$ cat src/rtl/mem_access_arbiter_pkg.sv
// Shared definitions for the single-port memory access arbiter.
// - DefaultAddrW / DefaultDataW : bus widths used by the pipeline
// - arb_state_e                 : arbiter FSM states
package mem_access_arbiter_pkg;

  localparam int unsigned DefaultAddrW = 64;
  localparam int unsigned DefaultDataW = 64;

  typedef enum logic [1:0] {
    StIdle    = 2'd0,
    StIfBusy  = 2'd1,
    StMemBusy = 2'd2,
    StIfDrop  = 2'd3
  } arb_state_e;

endpackage

$ cat src/rtl/mem_access_arbiter_if.sv
// Signal bundle between the IF/MEM pipeline stages, the arbiter and the memory bus.
// - slave  : arbiter view (takes stage requests and bus_ready/rdata, drives stalls and bus_*)
// - master : environment view (pipeline stages plus memory), the mirror image
interface mem_access_arbiter_if #(
  parameter int unsigned ADDR_W = mem_access_arbiter_pkg::DefaultAddrW,
  parameter int unsigned DATA_W = mem_access_arbiter_pkg::DefaultDataW
) ();

  logic                  if_req;
  logic [ADDR_W-1:0]     if_addr;
  logic                  mem_req;
  logic                  mem_we;
  logic [ADDR_W-1:0]     mem_addr;
  logic [DATA_W-1:0]     mem_wdata;
  logic [DATA_W/8-1:0]   mem_wstrb;
  logic                  switch_mode;
  logic                  if_stall;
  logic                  mem_stall;
  logic [DATA_W-1:0]     if_rdata;
  logic [DATA_W-1:0]     mem_rdata;
  logic                  bus_valid;
  logic                  bus_we;
  logic [ADDR_W-1:0]     bus_addr;
  logic [DATA_W-1:0]     bus_wdata;
  logic [DATA_W/8-1:0]   bus_wstrb;
  logic                  bus_ready;
  logic [DATA_W-1:0]     bus_rdata;

  modport slave (
    input  if_req, if_addr, mem_req, mem_we, mem_addr, mem_wdata, mem_wstrb, switch_mode,
    input  bus_ready, bus_rdata,
    output if_stall, mem_stall, if_rdata, mem_rdata,
    output bus_valid, bus_we, bus_addr, bus_wdata, bus_wstrb
  );

  modport master (
    output if_req, if_addr, mem_req, mem_we, mem_addr, mem_wdata, mem_wstrb, switch_mode,
    output bus_ready, bus_rdata,
    input  if_stall, mem_stall, if_rdata, mem_rdata,
    input  bus_valid, bus_we, bus_addr, bus_wdata, bus_wstrb
  );

endinterface

$ cat src/rtl/mem_access_arbiter_bus_req_latch.sv
// Request capture register for the arbiter: holds the bus command (we/addr/wdata/wstrb)
// for the whole transaction so bus_* stay stable until bus_ready.
// - clk_i, rst_i : clock, asynchronous active-high reset (clears all fields)
// - load_i       : capture the *_i fields this cycle
// - *_i / *_o    : command fields in / held command fields out
module bus_req_latch #(
  parameter int unsigned ADDR_W = mem_access_arbiter_pkg::DefaultAddrW,
  parameter int unsigned DATA_W = mem_access_arbiter_pkg::DefaultDataW
) (
  input  logic                clk_i,
  input  logic                rst_i,
  input  logic                load_i,
  input  logic                we_i,
  input  logic [ADDR_W-1:0]   addr_i,
  input  logic [DATA_W-1:0]   wdata_i,
  input  logic [DATA_W/8-1:0] wstrb_i,
  output logic                we_o,
  output logic [ADDR_W-1:0]   addr_o,
  output logic [DATA_W-1:0]   wdata_o,
  output logic [DATA_W/8-1:0] wstrb_o
);

  logic                we_d,    we_q;
  logic [ADDR_W-1:0]   addr_d,  addr_q;
  logic [DATA_W-1:0]   wdata_d, wdata_q;
  logic [DATA_W/8-1:0] wstrb_d, wstrb_q;

  always_comb begin
    we_d    = we_q;
    addr_d  = addr_q;
    wdata_d = wdata_q;
    wstrb_d = wstrb_q;
    if (load_i) begin
      we_d    = we_i;
      addr_d  = addr_i;
      wdata_d = wdata_i;
      wstrb_d = wstrb_i;
    end
  end

  always_ff @(posedge clk_i or posedge rst_i) begin
    if (rst_i) begin
      we_q    <= 1'b0;
      addr_q  <= '0;
      wdata_q <= '0;
      wstrb_q <= '0;
    end else begin
      we_q    <= we_d;
      addr_q  <= addr_d;
      wdata_q <= wdata_d;
      wstrb_q <= wstrb_d;
    end
  end

  assign we_o    = we_q;
  assign addr_o  = addr_q;
  assign wdata_o = wdata_q;
  assign wstrb_o = wstrb_q;

endmodule

$ cat src/rtl/mem_access_arbiter.sv
// Single-port memory access arbiter between the IF and MEM pipeline stages and one
// valid/ready memory bus. Produces if_stall / mem_stall for the hazard controller.
// - clk, rst : clock, asynchronous active-high reset
// - arb_if   : stage requests, stalls, returned data and the bus command/response
// MEM wins over IF in IDLE (older instruction). A granted fetch cancelled by switch_mode
// keeps its bus request alive until bus_ready, and its response is discarded.
module mem_access_arbiter
  import mem_access_arbiter_pkg::*;
#(
  parameter int unsigned ADDR_W = DefaultAddrW,
  parameter int unsigned DATA_W = DefaultDataW
) (
  input logic                  clk,
  input logic                  rst,
  mem_access_arbiter_if.slave  arb_if
);

  arb_state_e state_d, state_q;

  logic                grant_mem, grant_if, load;
  logic                ld_we;
  logic [ADDR_W-1:0]   ld_addr;
  logic [DATA_W-1:0]   ld_wdata;
  logic [DATA_W/8-1:0] ld_wstrb;
  logic                if_done, mem_done;

  // Grant decision and the command to capture.
  always_comb begin
    grant_mem = (state_q == StIdle) && arb_if.mem_req;
    grant_if  = (state_q == StIdle) && !arb_if.mem_req && arb_if.if_req && !arb_if.switch_mode;
    load      = grant_mem || grant_if;
    ld_we     = grant_mem && arb_if.mem_we;
    ld_addr   = grant_mem ? arb_if.mem_addr  : arb_if.if_addr;
    ld_wdata  = grant_mem ? arb_if.mem_wdata : '0;
    ld_wstrb  = grant_mem ? arb_if.mem_wstrb : '0;
  end

  bus_req_latch #(
    .ADDR_W (ADDR_W),
    .DATA_W (DATA_W)
  ) u_bus_req_latch (
    .clk_i   (clk),
    .rst_i   (rst),
    .load_i  (load),
    .we_i    (ld_we),
    .addr_i  (ld_addr),
    .wdata_i (ld_wdata),
    .wstrb_i (ld_wstrb),
    .we_o    (arb_if.bus_we),
    .addr_o  (arb_if.bus_addr),
    .wdata_o (arb_if.bus_wdata),
    .wstrb_o (arb_if.bus_wstrb)
  );

  always_comb begin
    state_d = state_q;
    unique case (state_q)
      StIdle: begin
        if (grant_mem)     state_d = StMemBusy;
        else if (grant_if) state_d = StIfBusy;
      end
      StIfBusy: begin
        if (arb_if.bus_ready)        state_d = StIdle;
        else if (arb_if.switch_mode) state_d = StIfDrop;
      end
      StMemBusy: begin
        if (arb_if.bus_ready) state_d = StIdle;
      end
      StIfDrop: begin
        if (arb_if.bus_ready) state_d = StIdle;
      end
      default: state_d = StIdle;
    endcase
  end

  // Async reset returns to IDLE at once, so bus_valid drops in the same cycle.
  always_ff @(posedge clk or posedge rst) begin
    if (rst) state_q <= StIdle;
    else     state_q <= state_d;
  end

  always_comb begin
    // A redirect in the completing cycle discards the fetch data.
    if_done          = (state_q == StIfBusy) && arb_if.bus_ready && !arb_if.switch_mode;
    mem_done         = (state_q == StMemBusy) && arb_if.bus_ready;
    arb_if.bus_valid = (state_q != StIdle);
    arb_if.if_stall  = arb_if.if_req && !if_done;
    arb_if.mem_stall = arb_if.mem_req && !mem_done;
    arb_if.if_rdata  = if_done ? arb_if.bus_rdata : '0;
    arb_if.mem_rdata = (mem_done && !arb_if.bus_we) ? arb_if.bus_rdata : '0;
  end

endmodule

$ cat src/flat_wrapper.sv
// flat-port wrapper written by rule: the top's interface ports become plain ports
module mem_access_arbiter_flat import mem_access_arbiter_pkg::*;
#(
  parameter int unsigned ADDR_W = DefaultAddrW,
  parameter int unsigned DATA_W = DefaultDataW
)
  (clk, rst, arb_if_if_req, arb_if_if_addr, arb_if_mem_req, arb_if_mem_we, arb_if_mem_addr, arb_if_mem_wdata, arb_if_mem_wstrb, arb_if_switch_mode, arb_if_bus_ready, arb_if_bus_rdata, arb_if_if_stall, arb_if_mem_stall, arb_if_if_rdata, arb_if_mem_rdata, arb_if_bus_valid, arb_if_bus_we, arb_if_bus_addr, arb_if_bus_wdata, arb_if_bus_wstrb);
  mem_access_arbiter_if #(.ADDR_W(ADDR_W), .DATA_W(DATA_W)) arb_if_i ();
  input logic clk;
  input logic rst;
  input wire logic [$bits(arb_if_i.if_req)-1:0] arb_if_if_req;
  input wire logic [$bits(arb_if_i.if_addr)-1:0] arb_if_if_addr;
  input wire logic [$bits(arb_if_i.mem_req)-1:0] arb_if_mem_req;
  input wire logic [$bits(arb_if_i.mem_we)-1:0] arb_if_mem_we;
  input wire logic [$bits(arb_if_i.mem_addr)-1:0] arb_if_mem_addr;
  input wire logic [$bits(arb_if_i.mem_wdata)-1:0] arb_if_mem_wdata;
  input wire logic [$bits(arb_if_i.mem_wstrb)-1:0] arb_if_mem_wstrb;
  input wire logic [$bits(arb_if_i.switch_mode)-1:0] arb_if_switch_mode;
  input wire logic [$bits(arb_if_i.bus_ready)-1:0] arb_if_bus_ready;
  input wire logic [$bits(arb_if_i.bus_rdata)-1:0] arb_if_bus_rdata;
  output wire logic [$bits(arb_if_i.if_stall)-1:0] arb_if_if_stall;
  output wire logic [$bits(arb_if_i.mem_stall)-1:0] arb_if_mem_stall;
  output wire logic [$bits(arb_if_i.if_rdata)-1:0] arb_if_if_rdata;
  output wire logic [$bits(arb_if_i.mem_rdata)-1:0] arb_if_mem_rdata;
  output wire logic [$bits(arb_if_i.bus_valid)-1:0] arb_if_bus_valid;
  output wire logic [$bits(arb_if_i.bus_we)-1:0] arb_if_bus_we;
  output wire logic [$bits(arb_if_i.bus_addr)-1:0] arb_if_bus_addr;
  output wire logic [$bits(arb_if_i.bus_wdata)-1:0] arb_if_bus_wdata;
  output wire logic [$bits(arb_if_i.bus_wstrb)-1:0] arb_if_bus_wstrb;
  assign arb_if_i.if_req = arb_if_if_req;
  assign arb_if_i.if_addr = arb_if_if_addr;
  assign arb_if_i.mem_req = arb_if_mem_req;
  assign arb_if_i.mem_we = arb_if_mem_we;
  assign arb_if_i.mem_addr = arb_if_mem_addr;
  assign arb_if_i.mem_wdata = arb_if_mem_wdata;
  assign arb_if_i.mem_wstrb = arb_if_mem_wstrb;
  assign arb_if_i.switch_mode = arb_if_switch_mode;
  assign arb_if_i.bus_ready = arb_if_bus_ready;
  assign arb_if_i.bus_rdata = arb_if_bus_rdata;
  assign arb_if_if_stall = arb_if_i.if_stall;
  assign arb_if_mem_stall = arb_if_i.mem_stall;
  assign arb_if_if_rdata = arb_if_i.if_rdata;
  assign arb_if_mem_rdata = arb_if_i.mem_rdata;
  assign arb_if_bus_valid = arb_if_i.bus_valid;
  assign arb_if_bus_we = arb_if_i.bus_we;
  assign arb_if_bus_addr = arb_if_i.bus_addr;
  assign arb_if_bus_wdata = arb_if_i.bus_wdata;
  assign arb_if_bus_wstrb = arb_if_i.bus_wstrb;
  mem_access_arbiter #(.ADDR_W(ADDR_W), .DATA_W(DATA_W)) u_core (.clk(clk), .rst(rst), .arb_if(arb_if_i));
endmodule
$ cat config.mk
export PLATFORM = sky130hd
export DESIGN_NAME = mem_access_arbiter_flat
export DESIGN_NICKNAME = d
export VERILOG_FILES = /design/src/rtl/mem_access_arbiter_pkg.sv /design/src/rtl/mem_access_arbiter_if.sv /design/src/rtl/mem_access_arbiter_bus_req_latch.sv /design/src/rtl/mem_access_arbiter.sv /design/src/flat_wrapper.sv
export SDC_FILE = /design/constraint.sdc
export NUM_CORES = 1
export LEC_CHECK = 0
export CAP_MARGIN = 0
export CELL_PAD_IN_SITES_DETAIL_PLACEMENT = 1
export CELL_PAD_IN_SITES_GLOBAL_PLACEMENT = 1
export CORE_AREA = 2 2 208 210
export CTS_BUF_LIST = sky130_fd_sc_hd__clkbuf_2 sky130_fd_sc_hd__clkbuf_4 sky130_fd_sc_hd__clkbuf_8
export DETAILED_ROUTE_END_ITERATION = 10
export DIE_AREA = 0 0 210 212
export DONT_BUFFER_PORTS = 1
export HOLD_SLACK_MARGIN = 0.02
export PLACE_DENSITY_LB_ADDON = 0.1
export SYNTH_ARGS = -nofsm -noshare
export SYNTH_HDL_FRONTEND = slang
export SYNTH_SLANG_ARGS = --single-unit
$ cat constraint.sdc
create_clock -name clk -period 5.5 [get_ports clk]
set_clock_uncertainty 0.15 [all_clocks]
set_input_delay 1.65 -clock clk [delete_from_list [all_inputs] [get_ports clk]]
set_output_delay 1.65 -clock clk [all_outputs]
set_load 0.02 [all_outputs]
==> results by group <==
Clock network
  • CTS Sinks: 139
  • Clk_lat worst skew: roughly 0.48 ns
  • Clock tree buffer depth: 2
  • Clk slew on worst S/H paths: approximately 0.070 ns
  • Post-CTS setup buffers: 0
  • CTS tree: yes
  • Num CTS Buffers: 17
  • Cts hold-fix bufs: 0
  • Root Buffer: clkbuf_8
  • H-tree levels: 4
  • Post-CTS Resized: 0

Worst setup path
  • Worst setup SP type: input port
  • Crit end category: output pin
  • Critical R2R Launch: u_core.state_q[0]
  • CP required: 3.70 ns
  • R2R depth: 4
  • Worst r2r dst: u_core.u_bus_req_latch.wdata_o[54]
  • CP arrival: ~2.7 ns
  • Reg-to-reg slack, setup: just over 3 ns
  • Critical path class: in -> out
  • Crit-path max FO: 64

Final layout
  • # nets final: around 780
  • Synthesis-to-layout area growth: 14.3%
  • Ratio of cells with drive above 1 in the final layout: between 15 and 20%
  • Fillcell total: around 4,800
  • Util after Layout: between 15 and 20%
  • Area used by multi-input combinational logic: 3030 µm²
  • Seq. cell area: between 3000 and 4000 µm²

Worst hold path
  • Min-delay src: u_core.u_bus_req_latch.wdata_o[51]
  • WHS Endpoint: u_core.u_bus_req_latch.wdata_o[51]
  • Hold Path Class: reg -> reg
  • Hold Path Depth: 1

Timing
  • Setup slack after layout: 1.04 ns
  • Max Freq: ~0.22 GHz
  • Final hold viol count: 0
  • Setup TNS: 0 ns
  • Crit share post-route: around four fifths
  • RSZ-0062 raised after global routing: no
  • Shortest period the worst path allows: around 4.5 ns
  • Rel. slew slack: approximately 45%
  • Final Slew Violations: 0
  • Tightest Pin Transition: 0.822 ns
  • Setup Viol. Count Final: 0

Synthesis
  • Simple-Gate Fraction of Synth Area: roughly an eighth
  • Post-synth EDFFs: 0
  • Area leader, netlist: dfrtp_1
  • Compound-Gate Fraction of Synth Area: 9.77%
  • Distinct cells, synth: 20
  • Main combinational cell family by area after synthesis: multiplexers
  • Post-synth top cells: 139 x dfrtp_1, 130 x and2_1, 77 x mux2_1
  • Synthesis warning total: 0
  • Mux cell area share after synthesis: around 22%
  • XOR/XNOR Fraction of Synth Area: 0%
  • Sequential area share after synthesis: slightly above 50%
  • Post-Synth Adder-Cell Area: 0%
  • Most common cell in the netlist: dfrtp_1
  • Mapped Cells: 529
  • Syn Std Cell Area: 6780 µm²
  • Yosys top cell area share: between 50% and 60%
  • Flops & latches, synth: between 100 and 150
  • Async set or reset register ratio after synthesis: between 90% and 100%
  • Syn Area/Cell: 12.8 µm²
  • Synth Flop Type: dfrtp_1
  • Ranking of synthesized cells by area: dfrtp_1 51%, mux2_1 13%, and2_1 12%
  • Syn_nets: 800

Floorplanning
  • Row Count: 76
  • Core Box Area: between 40,000 and 50,000 µm²
  • Die Width: 210 µm
  • Die Footprint: approximately 45,000 µm²
  • Die height: between 200 and 250 µm
  • # IOs: about 540
  • Initial Util: between 10% and 20%

Pwr
  • Flop pwr share: 57.1%
  • Total power: roughly 3.7 mW
  • Peak supply drop: ~150 µV
  • Reported net switching power: roughly 1.5 mW
  • Clk pwr share: approximately a quarter
  • Internal: approximately 2.2 mW
  • Gate power share: 17.9%
  • Switching Share: 40.7%
  • Cell Pwr Density: between 400 and 500 nW/µm²
  • Leakage power: between 3 and 4 nW

Routing
  • Top sig layer: met4
  • WL final: 27,100 µm
  • Vias per cell: 4.09
  • Met2 wire length: roughly 16,000 µm
  • Routed wire per std cell: between 20 and 25 µm
  • Routed Antenna Nets: 0
  • DRC: 0
  • Detailed Routing Iterations Pass 1: 4
  • Starting DRT DRC Count: roughly 140
  • Total number of vias: 4,436
  • Detail Route met3 WL: around 2100 µm
  • M1 wire length: roughly 8000 µm

Place
  • Detail Placement HPWL: between 20,000 and 25,000 µm
  • Routability cong.: approximately 0.7
  • # port buffers: 0
  • Pre-CTS setup slack: roughly 1.0 ns

Global route
  • Largest net degree at the start of global routing: 140
  • Global-route total usage across every layer: a little under an eighth
  • Vias in the first global route: between 4,000 and 5,000
  • First-pass GRT wire length: 36,300 µm
  • GRT overflow: 0
  • Initial antenna violation count: 13

Outcome
  • Status: completed

Job
  • Max_cap viols: 0
-- cell usage in the layout (no fill, tap or decap), types with 2 or more instances in the layout --
cell        count
clkbuf_8       20
inv_1           2
mux2_2         41
clkinv_4        2
bufinv_16       3
dfrtp_1       139
clkinv_2        4
mux2_1         77
buf_4           3
diode_2        14
clkinvlp_4      3
and2_1        129
a22o_1         73
nor2b_1         2
mux2_4         10
buf_12          3
nand2_1         2
-- logic make-up after synthesis --
kind of cell	Yosys count
flops	139
simple gates	139
mux	128
compound gates	77
buf+inv	46
-- through the flow --
stage          cell area [µm²]  hold WS (ns)  std cells
2_1_floorplan             6780         0.420        529
3_3_place_gp              7290         0.449       1038
3_5_place_dp              7290         0.483       1038
4_1_cts                   7710         0.507       1070
5_1_grt                   7750         0.524       1084
6_report                  7750         0.500       1084
-- final cells by class --
type                    instances  share of cell area [%]
flip-flops and latches        139                    44.9
multi-input cells             344                    39.1
well taps                     546                    8.82
clock buffers                  21                    3.65
clock inverters                11                    1.84
repair buffers                  6                    1.07
diodes                         14                   0.452
inverters                       3                   0.194
-- per-layer routing --
| metal | track usage (%) | vias to the layer above |
|---|---|---|
| met5 | 0 | - |
| met3 | 4.11 | 41 |
| met2 | 23.2 | 323 |
| met1 | 9.65 | 2244 |
| li1 | - | 1828 |
| met4 | 7.56 | 0 |
-- flip-flops by register name, summed over array words and instances, names as in the netlist --
| signal | flops |
|---|---|
| u_core.u_bus_req_latch.wdata_o | 64 |
| u_core.state_q | 2 |
| u_core.u_bus_req_latch.we_o | 1 |
| u_core.u_bus_req_latch.wstrb_o | 8 |
| u_core.u_bus_req_latch.addr_o | 64 |
-- worst max-delay path, cell delays in order --
cell and delay [ns]:
nand3b_1 0.13, nor2_4 0.11, buf_4 0.41, and2_1 0.33
-- how the worst max path moves through the flow --
stage	startpoint	endpoint	slack [ns]	cells past startpoint
floorplan	arb_if_bus_ready	arb_if_mem_rdata[10]	1.27	4
global placement	arb_if_bus_ready	arb_if_mem_rdata[44]	1.12	4
detailed placement	arb_if_bus_ready	arb_if_mem_rdata[4]	1.05	4
CTS	arb_if_bus_ready	arb_if_mem_rdata[4]	1.04	4
global route	arb_if_bus_ready	arb_if_mem_rdata[4]	0.96	4
finish	arb_if_bus_ready	arb_if_mem_rdata[54]	1.04	4
-- power groups by stage --
| stage | sequential [mW] | clock, mW | combinational (mW) |
|---|---|---|---|
| 3_3_place_gp | 2.14 | 0 | 0.648 |
| 6_report | 2.09 | 0.913 | 0.655 |
| 4_1_cts | 2.11 | 0.965 | 0.673 |
| 3_5_place_dp | 2.12 | 0 | 0.678 |
| 2_1_floorplan | 1.96 | 0 | 0.584 |
| 5_1_grt | 2.14 | 1.00 | 0.721 |
Note: power is estimated with default switching activity, not from simulation.
